===== config.mk =====
export PLATFORM = sky130hd
export DESIGN_NAME = spr_sharp_apply
export DESIGN_NICKNAME = d
export VERILOG_FILES = /design/src/rtl/spr_pkg.sv /design/src/rtl/spr_pix_delay.sv /design/src/rtl/spr_sharp_apply.sv
export SDC_FILE = /design/constraint.sdc
export NUM_CORES = 1
export LEC_CHECK = 0
export CAP_MARGIN = 20
export CORE_ASPECT_RATIO = 2
export CORE_UTILIZATION = 50
export DETAILED_ROUTE_END_ITERATION = 16
export GPL_TIMING_DRIVEN = 0
export PLACE_DENSITY_LB_ADDON = 0.1
export SYNTH_ARGS = -nofsm -noshare
export SYNTH_HDL_FRONTEND = slang
export SYNTH_HIERARCHICAL = 1
export SYNTH_SLANG_ARGS = --single-unit

===== constraint.sdc =====
create_clock -name clk -period 7 [get_ports clk]
set_clock_uncertainty 0.2 [all_clocks]
set_input_delay 2.1 -clock clk [delete_from_list [all_inputs] [get_ports clk]]
set_output_delay 2.1 -clock clk [all_outputs]
set_load 0.03 [all_outputs]

===== src/rtl/spr_pkg.sv =====
// Shared definitions for the sharpening-apply block.
//   SPR_PIX_W    : default pixel / amount width
//   SPR_AMT_FRAC : fractional bits of the unsigned 2.10 amount
//   SPR_AMT_LAT  : default enabled-cycle lag of the amount behind its pixel
//   SPR_RND      : round-half-up constant added before the fractional shift
//   spr_state_e  : line-sequencing FSM states
//   spr_clamp    : saturate a signed value into [0, 2^w-1]
package spr_pkg;

  localparam int SPR_PIX_W    = 12;
  localparam int SPR_AMT_FRAC = 10;
  localparam int SPR_AMT_LAT  = 4;
  localparam int SPR_RND      = 1 << (SPR_AMT_FRAC - 1);

  typedef enum logic [1:0] {
    IDLE = 2'd0,
    FILL = 2'd1,
    RUN  = 2'd2
  } spr_state_e;

  // Callers size the result down to their own pixel width with a cast.
  function automatic logic [31:0] spr_clamp(input logic signed [31:0] v, input int w);
    logic signed [31:0] hi;
    hi = (32'sd1 <<< w) - 32'sd1;
    if (v < 32'sd0)
      spr_clamp = '0;
    else if (v > hi)
      spr_clamp = hi;
    else
      spr_clamp = v;
  endfunction

endpackage


===== src/rtl/spr_pix_delay.sv =====
// Enable-gated shift delay line with synchronous clear.
//   clk, rst : clock, asynchronous active-high reset
//   clr      : synchronous clear of every stage (wins over en)
//   en       : shift one position
//   d / q    : data in / data delayed by DEPTH enabled cycles
module spr_pix_delay #(
  parameter int W     = 12,
  parameter int DEPTH = 3
) (
  input  logic         clk,
  input  logic         rst,
  input  logic         clr,
  input  logic         en,
  input  logic [W-1:0] d,
  output logic [W-1:0] q
);

  generate
    if (DEPTH == 0) begin : g_pass
      assign q = d;
    end else begin : g_shift
      logic [W-1:0] dly_q [DEPTH];
      logic [W-1:0] dly_d [DEPTH];

      always_comb begin
        dly_d = dly_q;
        if (clr) begin
          for (int i = 0; i < DEPTH; i++) dly_d[i] = '0;
        end else if (en) begin
          dly_d[0] = d;
          for (int i = 1; i < DEPTH; i++) dly_d[i] = dly_q[i-1];
        end
      end

      always_ff @(posedge clk or posedge rst) begin
        if (rst) begin
          for (int i = 0; i < DEPTH; i++) dly_q[i] <= '0;
        end else begin
          dly_q <= dly_d;
        end
      end

      assign q = dly_q[DEPTH-1];
    end
  endgenerate

endmodule


===== src/rtl/spr_sharp_apply.sv =====
// Applies the per-pixel sharpening amount to the raw pixel stream:
// 3-tap horizontal edge delta, scaled by the 2.10 amount, added back and clamped.
//   clk, rst        : clock, asynchronous active-high reset
//   i_hs, i_vs      : line / frame active; low clears the pipeline synchronously
//   shp_en          : pipeline advance strobe
//   sharp_bypass    : pass the centre pixel through unsharpened (same latency)
//   i_pix, amout    : raw pixel, amount for the pixel AMT_LAT enabled cycles older
//   o_pix, o_valid  : result pixel and its one-cycle valid
//   o_hs, o_vs      : i_hs / i_vs delayed one cycle, free-running
//
// state | meaning
// IDLE  | blanking, nothing accepted yet on this line
// FILL  | pixels entering, pipeline not yet producing results
// RUN   | every enabled cycle emits one result
module spr_sharp_apply
  import spr_pkg::*;
#(
  parameter int PIX_W    = SPR_PIX_W,
  parameter int AMT_LAT  = SPR_AMT_LAT,
  parameter int AMT_FRAC = SPR_AMT_FRAC
) (
  input  logic             clk,
  input  logic             rst,
  input  logic             i_hs,
  input  logic             i_vs,
  input  logic             shp_en,
  input  logic             sharp_bypass,
  input  logic [PIX_W-1:0] i_pix,
  input  logic [PIX_W-1:0] amout,
  output logic [PIX_W-1:0] o_pix,
  output logic             o_valid,
  output logic             o_hs,
  output logic             o_vs
);

  localparam int D_W      = PIX_W + 1;
  localparam int PROD_W   = 2 * PIX_W + 1;
  localparam int FILL_MAX = AMT_LAT + 3;
  localparam int FILL_W   = $clog2(FILL_MAX + 1);
  localparam logic signed [PROD_W-1:0] RND = PROD_W'(1) <<< (AMT_FRAC - 1);

  logic clr, en;
  assign clr = !i_hs || !i_vs;
  assign en  = i_hs && i_vs && shp_en;

  logic [PIX_W-1:0] next_pix;

  spr_pix_delay #(
    .W     (PIX_W),
    .DEPTH (AMT_LAT - 1)
  ) u_dly (
    .clk (clk),
    .rst (rst),
    .clr (clr),
    .en  (en),
    .d   (i_pix),
    .q   (next_pix)
  );

  spr_state_e        state_q, state_d;
  logic [FILL_W-1:0] fill_q, fill_d;

  logic [PIX_W-1:0]         prev_q, prev_d, ctr_q, ctr_d;
  logic signed [D_W-1:0]    d1_q, d1_d;
  logic [PIX_W-1:0]         amt1_q, amt1_d, ctr1_q, ctr1_d;
  logic signed [PROD_W-1:0] prod2_q, prod2_d;
  logic [PIX_W-1:0]         ctr2_q, ctr2_d;
  logic [PIX_W-1:0]         res3_q, res3_d;
  logic [PIX_W-1:0]         o_pix_q, o_pix_d;
  logic                     o_valid_q, o_valid_d;
  logic                     hs_q, vs_q;

  // Fill count equals the enabled-cycle index until it saturates, so the
  // cycle whose centre is the first pixel of the line is fill == AMT_LAT.
  logic                     left_edge;
  logic [PIX_W-1:0]         prev_eff;
  logic [PIX_W:0]           nb_sum, nb_half;
  logic signed [D_W-1:0]    delta;
  logic signed [PROD_W-1:0] d_ext, a_ext, rnd_sum, adj, sum3;

  always_comb begin
    left_edge = (fill_q == FILL_W'(AMT_LAT));
    prev_eff  = left_edge ? ctr_q : prev_q;
    nb_sum    = {1'b0, prev_eff} + {1'b0, next_pix};
    nb_half   = nb_sum >> 1;
    delta     = $signed({1'b0, ctr_q}) - $signed(nb_half);

    d_ext     = PROD_W'(d1_q);
    a_ext     = PROD_W'({1'b0, amt1_q});

    rnd_sum   = prod2_q + RND;
    adj       = rnd_sum >>> AMT_FRAC;
    sum3      = adj + $signed(PROD_W'({1'b0, ctr2_q}));
  end

  always_comb begin
    state_d = state_q;
    fill_d  = fill_q;
    if (clr) begin
      state_d = IDLE;
      fill_d  = '0;
    end else if (en) begin
      fill_d = (fill_q == FILL_W'(FILL_MAX)) ? fill_q : fill_q + FILL_W'(1);
      case (state_q)
        IDLE:    state_d = (fill_d == FILL_W'(FILL_MAX)) ? RUN : FILL;
        FILL:    if (fill_d == FILL_W'(FILL_MAX)) state_d = RUN;
        RUN:     state_d = RUN;
        default: state_d = IDLE;
      endcase
    end
  end

  always_comb begin
    prev_d    = prev_q;
    ctr_d     = ctr_q;
    d1_d      = d1_q;
    amt1_d    = amt1_q;
    ctr1_d    = ctr1_q;
    prod2_d   = prod2_q;
    ctr2_d    = ctr2_q;
    res3_d    = res3_q;
    o_pix_d   = o_pix_q;
    o_valid_d = 1'b0;
    if (clr) begin
      prev_d  = '0;
      ctr_d   = '0;
      d1_d    = '0;
      amt1_d  = '0;
      ctr1_d  = '0;
      prod2_d = '0;
      ctr2_d  = '0;
      res3_d  = '0;
      o_pix_d = '0;
    end else if (en) begin
      prev_d    = ctr_q;
      ctr_d     = next_pix;
      d1_d      = delta;
      amt1_d    = amout;
      ctr1_d    = ctr_q;
      prod2_d   = d_ext * a_ext;
      ctr2_d    = ctr1_q;
      res3_d    = sharp_bypass ? ctr2_q : PIX_W'(spr_clamp(32'(sum3), PIX_W));
      o_pix_d   = res3_q;
      o_valid_d = (state_q == RUN);
    end
  end

  always_ff @(posedge clk or posedge rst) begin
    if (rst) begin
      state_q   <= IDLE;
      fill_q    <= '0;
      prev_q    <= '0;
      ctr_q     <= '0;
      d1_q      <= '0;
      amt1_q    <= '0;
      ctr1_q    <= '0;
      prod2_q   <= '0;
      ctr2_q    <= '0;
      res3_q    <= '0;
      o_pix_q   <= '0;
      o_valid_q <= 1'b0;
      hs_q      <= 1'b0;
      vs_q      <= 1'b0;
    end else begin
      state_q   <= state_d;
      fill_q    <= fill_d;
      prev_q    <= prev_d;
      ctr_q     <= ctr_d;
      d1_q      <= d1_d;
      amt1_q    <= amt1_d;
      ctr1_q    <= ctr1_d;
      prod2_q   <= prod2_d;
      ctr2_q    <= ctr2_d;
      res3_q    <= res3_d;
      o_pix_q   <= o_pix_d;
      o_valid_q <= o_valid_d;
      hs_q      <= i_hs;
      vs_q      <= i_vs;
    end
  end

  assign o_pix   = o_pix_q;
  assign o_valid = o_valid_q;
  assign o_hs    = hs_q;
  assign o_vs    = vs_q;

endmodule


==> metrics.md <==
| Metric | Value |
|---|---|
| Final WL | `34400 um` |
| Number of vias per cell | `5.30` |
| Post-CTS setup buffers | `0` |
| Clk buf depth | `2` |
| P_leak | `7.67 nW` |
| Async SR Flop Fraction | `100%` |
| Final clock period utilization by the worst path | `93.6%` |
| Max Transition Viols Final | `0` |
| Top-area cell type share of the netlist area | `26.3%` |
| Final hold vios | `0` |
| Fin cells | `1861` |
| Slew @ Worst Pin | `0.965 ns` |
| Drt initial violations | `417` |
| Share of cells above drive strength 1 | `5.49%` |
| Initial Util | `51.1%` |
| Synthesized area per cell | `9.62 um2` |
| Clk_lat worst skew | `0.45 ns` |
| IO Port Bufs | `44` |
| Setup crit end kind | `flop` |
| Worst-path clk slew | `0.08 ns` |
| Number of max-cap violations | `0` |
| Gpl congestion | `0.885` |
| Worst Setup SP | `d1_q[5]` |
| Total CTS buffers | `17` |
| Setup violators final | `0` |
| Net count after synthesis | `1709` |
| Synth top area cells | `dfrtp_1 (26%), fa_1 (21%), ha_1 (8.8%)` |
| Min-delay src | `u_dly/q[3]` |
| Die height | `237 um` |
| Seq/Total Area, Yosys | `26.3%` |
| Setup WS pre-CTS | `0.148 ns` |
| Total clock sinks | `145` |
| Max IR drop VDD | `0.000157 V` |
| Status | `completed` |
| Core Region | `27000 um2` |
| FF+latch count, synth | `145` |
| Root Driver | `clkbuf_16` |
| Die area | `28300 um2` |
| Synth Instances | `1435` |
| H-Tree Depth | `4` |
| Biggest regs | `u_dly/g_shift.dly_q (24), prod2_q (16), d1_q (13)` |
| Avg WL per Cell | `18.5 um` |
| Horiz. Die Dim | `119 um` |
| First-pass GRT wire length | `56900 um` |
| Via count | `9870` |
| Sum Neg Setup Slack | `0 ns` |
| Pin count of the biggest net entering global routing | `66` |
| Startpoint types | `flop` |
| Synth Cell Area | `13800 um2` |
| Critical path class | `reg2reg` |
| Finished Core Util | `56.8%` |
| Worst r2r src | `d1_q[5]` |
| Max reg flops | `24` |
| Post-Place Cells | `1829` |
| Distinct cell type count after synthesis | `66` |
| Ys Warns | `6` |
| CTS tree | `yes` |
| Crit Path Max Fanout | `10` |
| Slew Limit Headroom | `35.7%` |
| Worst hold path class | `reg2reg` |
| Fmax | `0.153 GHz` |
| GRT Util Overall | `26.4%` |
| Ant diodes | `0` |
| Drc violations | `0` |
| Top FF cell, synth | `dfrtp_1` |
| Area Overhead vs Synth | `11.2%` |
| Minimum clock period | `6.55 ns` |
| Initial antenna violation count | `0` |
| Area leader, netlist | `dfrtp_1` |
| Final WS setup | `0.445 ns` |
| CP arrival | `6.68 ns` |
| DRT Pass-1 Iters | `4` |
| Cell Pwr Density | `125 nW/um2` |
| Via count of the first global-routing pass | `10839` |
| EDFF count, synth | `0` |
| Req. time, crit path | `7.12 ns` |
| Ports | `45` |
| Final Net Count | `1774` |
| RSZ-0062 raised after global routing | `no` |
| Largest register by flop count | `u_dly/g_shift.dly_q` |
| Overflow after GRT | `0` |
| Site Rows | `85` |
| Routed Antenna Nets | `0` |
| Post-DP HPWL | `28300 um` |
## metrics by stage
stage	hold WS (ns)	instance area (um2)	total power, mW
4_1_cts	0.326	15300	1.94
5_1_grt	0.338	15400	1.98
3_5_place_dp	0.310	14700	1.01
3_3_place_gp	0.300	14700	1.01
6_report	0.317	15400	1.92
2_1_floorplan	0.284	13800	0.947
## placed cells by master, fill, tap and decap left out, drive strengths merged, types with 4 or more instances in the layout
| cell type | synthesis | layout |
|---|---|---|
| mux2i | 107 | 107 |
| and3 | 15 | 15 |
| fa | 147 | 147 |
| xor2 | 19 | 19 |
| nand2 | 112 | 112 |
| dfrtp | 145 | 145 |
| ha | 97 | 97 |
| nand2b | 6 | 6 |
| buf | 28 | 30 |
| or3 | 6 | 6 |
| clkinv | 2 | 7 |
| a31oi | 8 | 8 |
| nor2 | 144 | 144 |
| clkbuf | 46 | 63 |
| o22ai | 7 | 7 |
| nor2b | 5 | 5 |
| nor3 | 12 | 12 |
| mux2 | 11 | 11 |
| a211oi | 9 | 9 |
| o21ai | 27 | 27 |
| a21o | 13 | 13 |
| a311oi | 6 | 6 |
| and2 | 80 | 80 |
| xnor2 | 47 | 47 |
| a21oi | 35 | 35 |
| clkdlybuf4s50 | 0 | 44 |
| nand3b | 6 | 6 |
| o21bai | 4 | 4 |
| inv | 224 | 234 |
| nand4 | 7 | 7 |
| o21a | 9 | 9 |
| nand3 | 16 | 16 |
| o211ai | 5 | 5 |
| o41ai | 4 | 4 |
## layout make-up
cell class                      instances  area (um2)
Fill cell                            2473       11700
Inverter                              226         853
Tap cell                              348         435
Clock inverter                         15         176
Timing Repair Buffer                   46         495
Sequential cell                       145        3630
Clock buffer                           17         425
Buffer                                 74         402
Multi-Input combinational cell        990        8940
## layer usage
metal | share of wire [%] | up-vias | GRT usage (%)
met2 | 59 | 148 | 52.3
li1 | - | 4713 | -
met3 | 2.2 | 63 | 2.67
met1 | 35 | 4946 | 27.0
met5 | 0 | - | 0
met4 | 3.9 | 0 | 12.1
## power breakdown
part	leakage [nW]	internal, mW	switching, mW	total [mW]
sequential	2.01	0.844	0.00777	0.852
clock	0.296	0.484	0.446	0.929
combinational	5.36	0.0503	0.0903	0.141
total	7.67	1.38	0.544	1.92
## cells in the mapped netlist (all sizes together), types with 3 or more instances
master	n
nor2	144
nand2	112
fa	147
inv	224
nand3b	6
a311oi	6
and2	80
a31oi	8
a21o	13
mux2	11
xor2	19
nor2b	5
clkbuf	46
o21a	9
or3	6
o211ai	5
o22ai	7
a211oi	9
mux2i	107
ha	97
buf	28
o21ai	27
dfrtp	145
and3	15
nand3	16
nor3	12
o41ai	4
nand4	7
a21oi	35
xnor2	47
and4	3
o21bai	4
nand2b	6
## worst paths after layout
path	end	slack, ns	depth (start not counted)
min in group asynchronous	ctr1_q[5]	1.88	2
max reg2reg	prod2_q[24]	0.45	20
max in group asynchronous	prod2_q[24]	4.02	3
max	prod2_q[24]	0.45	20
min reg2reg	u_dly/q[3]	0.32	2
min	u_dly/q[3]	0.32	2
## cells by family (layout without fill, tap and decap cells)
group	after synthesis	count (layout)	synth area share (%)
fa+ha+maj	244	244	30.1
mux	118	118	8.66
compound gates	147	147	7.28
flops	145	145	26.3
buf+inv	300	378	9.06
simple gates	415	415	14.3
xor+xnor	66	66	4.32
## repair_timing
item | 4_1_cts | 5_1_grt
gates resized for setup | 0 | 2
setup endpoints to repair | 0 | 2
hold endpoints to repair | 0 | 0
hold buffers | 0 | 0
## worst max-delay path: stages (launching register included)
cell and delay (ns):
dfrtp_1 0.51, clkbuf_1 0.33, and2_1 0.27, fa_1 0.53, inv_1 0.05, fa_1 0.54
inv_1 0.06, fa_1 0.50, inv_1 0.05, fa_1 0.48, inv_1 0.06, fa_1 0.55
ha_1 0.20, nor2_1 0.05, a21oi_1 0.36, a41oi_2 0.31, a22oi_2 0.38, o41ai_2 0.16
o21ai_0 0.39, nand2_1 0.09, o311ai_0 0.33
No activity file was read; power rests on OpenSTA's default activity.
